`src/rtl/riscv_arb_pkg.sv`:
```
// riscv_arb_pkg: shared state encodings, requester ids and counter width for the memory port arbiter
package riscv_arb_pkg;
  typedef enum logic [1:0] {IDLE = 2'd0, ISSUE = 2'd1, WAIT = 2'd2, RESP = 2'd3} state_t;
  localparam logic SEL_IF = 1'b0;
  localparam logic SEL_MEM = 1'b1;
  localparam int LAT_W = 4;
endpackage

```
`src/rtl/arb_lat_counter.sv`:
```
// arb_lat_counter: loadable latency down-counter with zero flag
import riscv_arb_pkg::*;
module arb_lat_counter (
  input  logic             clk,
  input  logic             reset,
  input  logic             load,
  input  logic             dec,
  input  logic [LAT_W-1:0] init,
  output logic             zero
);
  logic [LAT_W-1:0] cnt;
  always_ff @(posedge clk)
    if (reset) cnt <= '0;
    else if (load) cnt <= init;
    else if (dec) cnt <= cnt - 1'b1;
  assign zero = cnt == '0;
endmodule

```
`src/rtl/mem_port_arbiter.sv`:
```
// mem_port_arbiter: shares one RAM port between IF and MEM; ARB_ROUND_ROBIN_EN swaps MEM>IF priority for round-robin
import riscv_arb_pkg::*;
module mem_port_arbiter #(
  parameter int MEM_LATENCY = 1
) (
  input  logic        clk,
  input  logic        reset,
  input  logic        if_req,
  input  logic [31:0] if_addr,
  output logic        if_gnt,
  output logic        if_valid,
  output logic [31:0] if_rdata,
  input  logic        mem_req,
  input  logic        mem_we,
  input  logic [31:0] mem_addr,
  input  logic [31:0] mem_wdata,
  output logic        mem_gnt,
  output logic        mem_valid,
  output logic [31:0] mem_rdata,
  output logic        sel,
  output logic        ram_en,
  output logic        ram_we,
  output logic [31:0] ram_addr,
  output logic [31:0] ram_wdata,
  input  logic [31:0] ram_rdata
);
  state_t state, state_d;
  logic win, zero, start;
`ifdef ARB_ROUND_ROBIN_EN
  logic last_winner;
  assign win = (if_req && mem_req) ? ~last_winner : mem_req;
  always_ff @(posedge clk)
    if (reset) last_winner <= SEL_MEM;
    else if (state == RESP) last_winner <= sel;
`else
  assign win = mem_req ? SEL_MEM : SEL_IF;
`endif
  assign start = state == IDLE && (if_req || mem_req);
  always_comb begin
    state_d = state == IDLE  ? (start ? ISSUE : IDLE) :
              state == ISSUE ? WAIT :
              state == WAIT  ? (zero ? RESP : WAIT) : IDLE;
  end
  arb_lat_counter u_cnt (
    .clk  (clk),
    .reset(reset),
    .load (state == ISSUE),
    .dec  (state == WAIT && !zero),
    .init (LAT_W'(MEM_LATENCY - 1)),
    .zero (zero)
  );
  assign ram_en    = state == ISSUE;
  assign if_gnt    = ram_en && sel == SEL_IF;
  assign mem_gnt   = ram_en && sel == SEL_MEM;
  assign if_valid  = state == RESP && sel == SEL_IF;
  assign mem_valid = state == RESP && sel == SEL_MEM;
  always_ff @(posedge clk) begin
    if (reset) begin
      state     <= IDLE;
      sel       <= SEL_IF;
      ram_we    <= 1'b0;
      ram_addr  <= '0;
      ram_wdata <= '0;
      if_rdata  <= '0;
      mem_rdata <= '0;
    end else begin
      state <= state_d;
      if (start) begin
        sel       <= win;
        ram_we    <= win && mem_we;
        ram_addr  <= win ? mem_addr : if_addr;
        ram_wdata <= win ? mem_wdata : '0;
      end
      // stores complete without touching the load data register
      if (state == WAIT && zero && !ram_we) begin
        if (sel) mem_rdata <= ram_rdata;
        else if_rdata <= ram_rdata;
      end
    end
  end
endmodule
```
`config.mk`:
```
export PLATFORM = sky130hd
export DESIGN_NAME = mem_port_arbiter
export DESIGN_NICKNAME = d
export VERILOG_FILES = /design/src/rtl/riscv_arb_pkg.sv /design/src/rtl/arb_lat_counter.sv /design/src/rtl/mem_port_arbiter.sv
export SDC_FILE = /design/constraint.sdc
export NUM_CORES = 1
export LEC_CHECK = 0
export BUFFER_PORTS_ARGS = -buffer_cell sky130_fd_sc_hd__buf_4
export CAP_MARGIN = 40
export CORE_MARGIN = 5
export CORE_UTILIZATION = 46
export DETAILED_ROUTE_END_ITERATION = 10
export GPL_TIMING_DRIVEN = 0
export PLACE_DENSITY = 0.88
export SKIP_CTS_REPAIR_TIMING = 1
export SLEW_MARGIN = 30
export SYNTH_ARGS = -nofsm -noshare
export SYNTH_HDL_FRONTEND = slang
export SYNTH_SLANG_ARGS = --single-unit
```
`constraint.sdc`:
```
create_clock -name clk -period 2 [get_ports clk]
set_input_delay 0.4 -clock clk [delete_from_list [all_inputs] [get_ports clk]]
set_output_delay 0.4 -clock clk [all_outputs]
set_load 0.02 [all_outputs]
```
======== Yosys cells after proc, flatten, opt, wreduce, memory -nomap -nowiden ========
Cells that the tools add are included.
word-level totals
  register bits after elaboration ......... 136
  word-level logic and storage cells ...... 38
cells by class
  add/sub/neg operators ................... 1
  equality and inequality tests ........... 3
  mux-type cells .......................... 8
  bitwise gates (word level) .............. 1
  reduce and logical (&&, ||, !) cells .... 17
operators with widths
  cell                   number
  $mux W32               2
  $logic_and A1 B1 Y1    9
  $mux W2                3
  $eq A2 B2 Y1 const B   2
  $logic_not A4 Y1       1
  $reduce_and A2 Y1      2
  $sub A4 B1 Y4 const B  1
  $mux W1                3
  $eq A2 B1 Y1 const B   1
  $logic_not A1 Y1       2
  $logic_not A2 Y1       1
  $reduce_or A2 Y1       1
  $logic_or A1 B1 Y1     1
  $not A1 Y1             1

======== Depth between registers and ports, before layout ========
  depth in word-level cells ............... 5
  depth in mapped cells ................... 7

======== Cells and area by module ========
From an unflattened synthesis, not the netlist that was laid out.
second synthesis, totals
  cell total of the unflattened synthesis .. 588
  area, all modules ....................... 5385.2 µm²
by module, submodules not included
  module            instances  cells an instance  area an instance (µm²)  seq. area each (µm²)
  mem_port_arbiter  1          562                5152.4                  2642.5
  arb_lat_counter   1          26                 232.7                   80.1

======== Worst setup path before layout ========
OpenSTA, ideal clock, no wires.
  path kind ............................... flip-flop to flip-flop
  start point ............................. register state[0]
  end point ............................... register if_rdata[10]
  data arrival time ....................... 1484 ps
  required time ........................... 1882 ps
  setup slack ............................. 398 ps
  cell stages (with the launch flop) ...... 8
  path buffers ............................ 2
  cells stage by stage .................... dfxtp_1 inv_1 ha_1 nand4bb_2 or3_1 buf_6 buf_12 mux2i_1
on the way
  cells in the longest elaborated chain, start to end .. 4
RTL lines
  item                               line                    RTL
  from (decl)                        mem_port_arbiter.sv:27  state_t state, state_d;
  from (signal assigned)             mem_port_arbiter.sv:67  state <= state_d;
  $eq A2 B2 Y1                       mem_port_arbiter.sv:75  if (state == WAIT && zero && !ram_we) begin
  $logic_and A1 B1 Y1 (2 in series)  mem_port_arbiter.sv:75
  $reduce_and A2 Y1 (no line)        n/a
  to (signal assigned)               mem_port_arbiter.sv:77  else if_rdata <= ram_rdata;
  to (decl)                          mem_port_arbiter.sv:12  output logic [31:0] if_rdata,
No other way between the ends.
A chain may end at the register's enable or synchronous reset.

======== Final worst setup path ========
  start point ............................. register state[1]
  end point ............................... output mem_gnt
on the way
  cells in the longest elaborated chain, start to end .. 2
RTL lines
  item                 line                    RTL
  $eq A2 B1 Y1         mem_port_arbiter.sv:52  assign ram_en = state == ISSUE;
  $logic_and A1 B1 Y1  mem_port_arbiter.sv:54  assign mem_gnt = ram_en && sel == SEL_MEM;
  to (decl)            mem_port_arbiter.sv:17  output logic mem_gnt,
No other way between the ends.

==> results.ini <==
[sta]
period_minus_slack_ns=1.84
finalSetupViolCount=0
hold_viol=0
slew_violations=0
fin_setup_tns_ns=0
worstMarginPinSlew_ns=0.572
skew_ns=0.00529
max_freq_ghz=0.545
relSlewSlack=0.619
period_share=0.918
rsz0062_at_grt=no

[clock_network]
cts_buffers=17
insertion_delay_ns=0.41
htree_levels=4
cts_buffer_depth=2
numClockSinks=136
cts.clk_slew.worst_paths_ns=0.06
tritoncts=built
cts-root-buf=clkbuf_16

[outcome]
outcome=completed

[die]
die_area_um2=14600
start_util=0.470
rows=40
die_w_um=121
fp.dieH_um=121
io_pins=268
core_um2=12000

[grt]
grt-ovfl-total=0
grt_pass1_wl_um=26400
grt_antenna_before_repair=0
grt_max_degree=17
track_usage=0.231
grt_pass1_vias=5183

[route]
dr.pass1.iters=4
wire_per_inst_um=16.8
drc_errors=0
avgViaCountPerCell=5.06
drt_iter0_drc=212
wl_um=17200
ant_nets=0
num_vias=5185

[worst_setup_path]
end_kind=output pin
required_ns=1.60
path_class=register to output pin
path_max_fanout=7
crit_arrival_ns=1.44
cp-start-kind=register

[synthesis]
ys_seq_elements=136
yosysMostFrequentCell=dfxtp_1
synth_area_per_cell_um2=9.74
synthCells=580
synth_edf_count=0
ys_top_cells_by_area=dfxtp_1 48%, mux2i_1 17%, nand2b_1 11%, a211oi_1 4.3%, a21oi_1 3.2%
syn_nets=719
ys_top_cells_by_count=136 x dfxtp_1, 97 x mux2i_1, 96 x nand2b_1, 37 x nand2_1, 36 x a21oi_1
synth_warnings=0
synth_top_cell_by_area=dfxtp_1
syn_area_um2=5650
synthArstFlopShare=0
ys.flop_type=dfxtp_1
netlist.area_leader.share=0.482
yosysSeqAreaShare=0.482
netlist-cell-type-count=31

[flow_run]
maxCapViolCount=0

[pwr]
p_leak_nw=3.94
total_power_mw=7.06
power_density_nw_per_um2=840
ir_worst_vdd_mv=0.512

[finish]
nets=1003
syn_to_final_growth_pct=48.7
diodes=0
drive_gt1_frac=0.363

[place]
hpwl_um=13300
io_buffer_count=265
gp_congestion=0.857

[hold_path]
min_path_type=input pin to register

## critical path: stages, from the launching register on
cell and delay (ns):
dfxtp_1 0.35, inv_1 0.07, ha_1 0.26, and2_1 0.19, buf_4 0.15
## power by group
| group | internal (mW) | switching (mW) |
|---|---|---|
| Clock | 1.89 | 1.11 |
| Combinational | 0.529 | 0.603 |
| Sequential | 2.85 | 0.0764 |
| Total | 5.27 | 1.79 |
## layout by cell type (no fill, tap or decap)
master / count
buf_4: 268
dfxtp_1: 136
mux2i_1: 97
nand2b_1: 96
nand2_1: 37
a21oi_1: 36
nand3_1: 35
nor2_1: 33
a211oi_1: 32
clkbuf_1: 29
clkbuf_16: 17
buf_2: 9
buf_1: 6
ha_1: 5
inv_1: 4
clkinv_2: 4
buf_12: 3
nor2b_1: 2
and2_1: 2
nor3b_1: 2
clkbuf_2: 2
and3_2: 2
or3_1: 2
bufinv_16: 2
clkbuf_8: 2
nand4bb_2: 1
o21a_1: 1
o21ai_2: 1
xnor2_1: 1
or3b_2: 1
nor4_1: 1
a21o_2: 1
a21boi_0: 1
buf_6: 1
nor3_1: 1
or3_2: 1
ha_2: 1
clkinv_4: 1
clkinvlp_4: 1
## state kept, by name, summed over array words and instances, names as in the netlist
| signal | count |
|---|---|
| u_cnt.cnt | 4 |
| mem_rdata | 32 |
| ram_wdata | 32 |
| ram_addr | 32 |
| if_rdata | 32 |
| sel | 1 |
| state | 2 |
| ram_we | 1 |
## worst paths after layout
kind,endpoint,slack [ns],cells after the start,from
setup / recovery,mem_gnt,0.16,4,state[1]$_SDFF_PP0_
hold / removal,ram_wdata[9]$_SDFFE_PP0P_,0.26,3,mem_wdata[9]
setup reg to reg,ram_wdata[29]$_SDFFE_PP0P_,0.17,7,state[0]$_SDFF_PP0_
hold reg to reg,ram_wdata[9]$_SDFFE_PP0P_,0.45,2,ram_wdata[9]$_SDFFE_PP0P_
## per-stage QoR
stage	instance area, um^2	hold WS [ns]	instances	utilization	setup slack [ns]
floorplan	5650	0.450	580	-	0.398
global placement	7820	0.438	992	0.651	-0.00712
detailed placement	7820	0.445	992	0.651	-0.0351
CTS	8390	0.244	1024	0.699	0.00362
global route	8400	0.247	1024	0.699	0.0107
finish	8400	0.261	1024	0.699	0.165
## per-layer routing
layer,up-vias,routed length [um],GRT usage,share of wire
li1,2543,-,-,-
met1,2345,6640,0.251,0.39
met2,250,8230,0.389,0.48
met3,47,1640,0.0907,0.095
met4,0,655,0.115,0.038
met5,-,0,0,0
## kinds of logic (layout without fill, tap and decap cells)
logic type | count (synthesis) | in the layout | share of synthesized area
AO/OA/AOI/OAI | 72 | 72 | 0.0795
adder cells (fa/ha/maj) | 6 | 6 | 0.0133
AND/OR/NAND/NOR | 216 | 216 | 0.203
XOR/XNOR | 1 | 1 | 0.00155
buffers and inverters | 52 | 349 | 0.0485
multiplexers | 97 | 97 | 0.172
flip-flops | 136 | 136 | 0.482
## layout make-up
type	count	area, um^2
clock buffers	24	472
plain buffers	48	262
repair buffers	265	1990
inverters	4	15.0
multi-input cells	392	2660
well taps	147	184
fillers	930	3610
flip-flops and latches	136	2720
clock inverters	8	96.3
No activity file was read; power rests on OpenSTA's default activity.
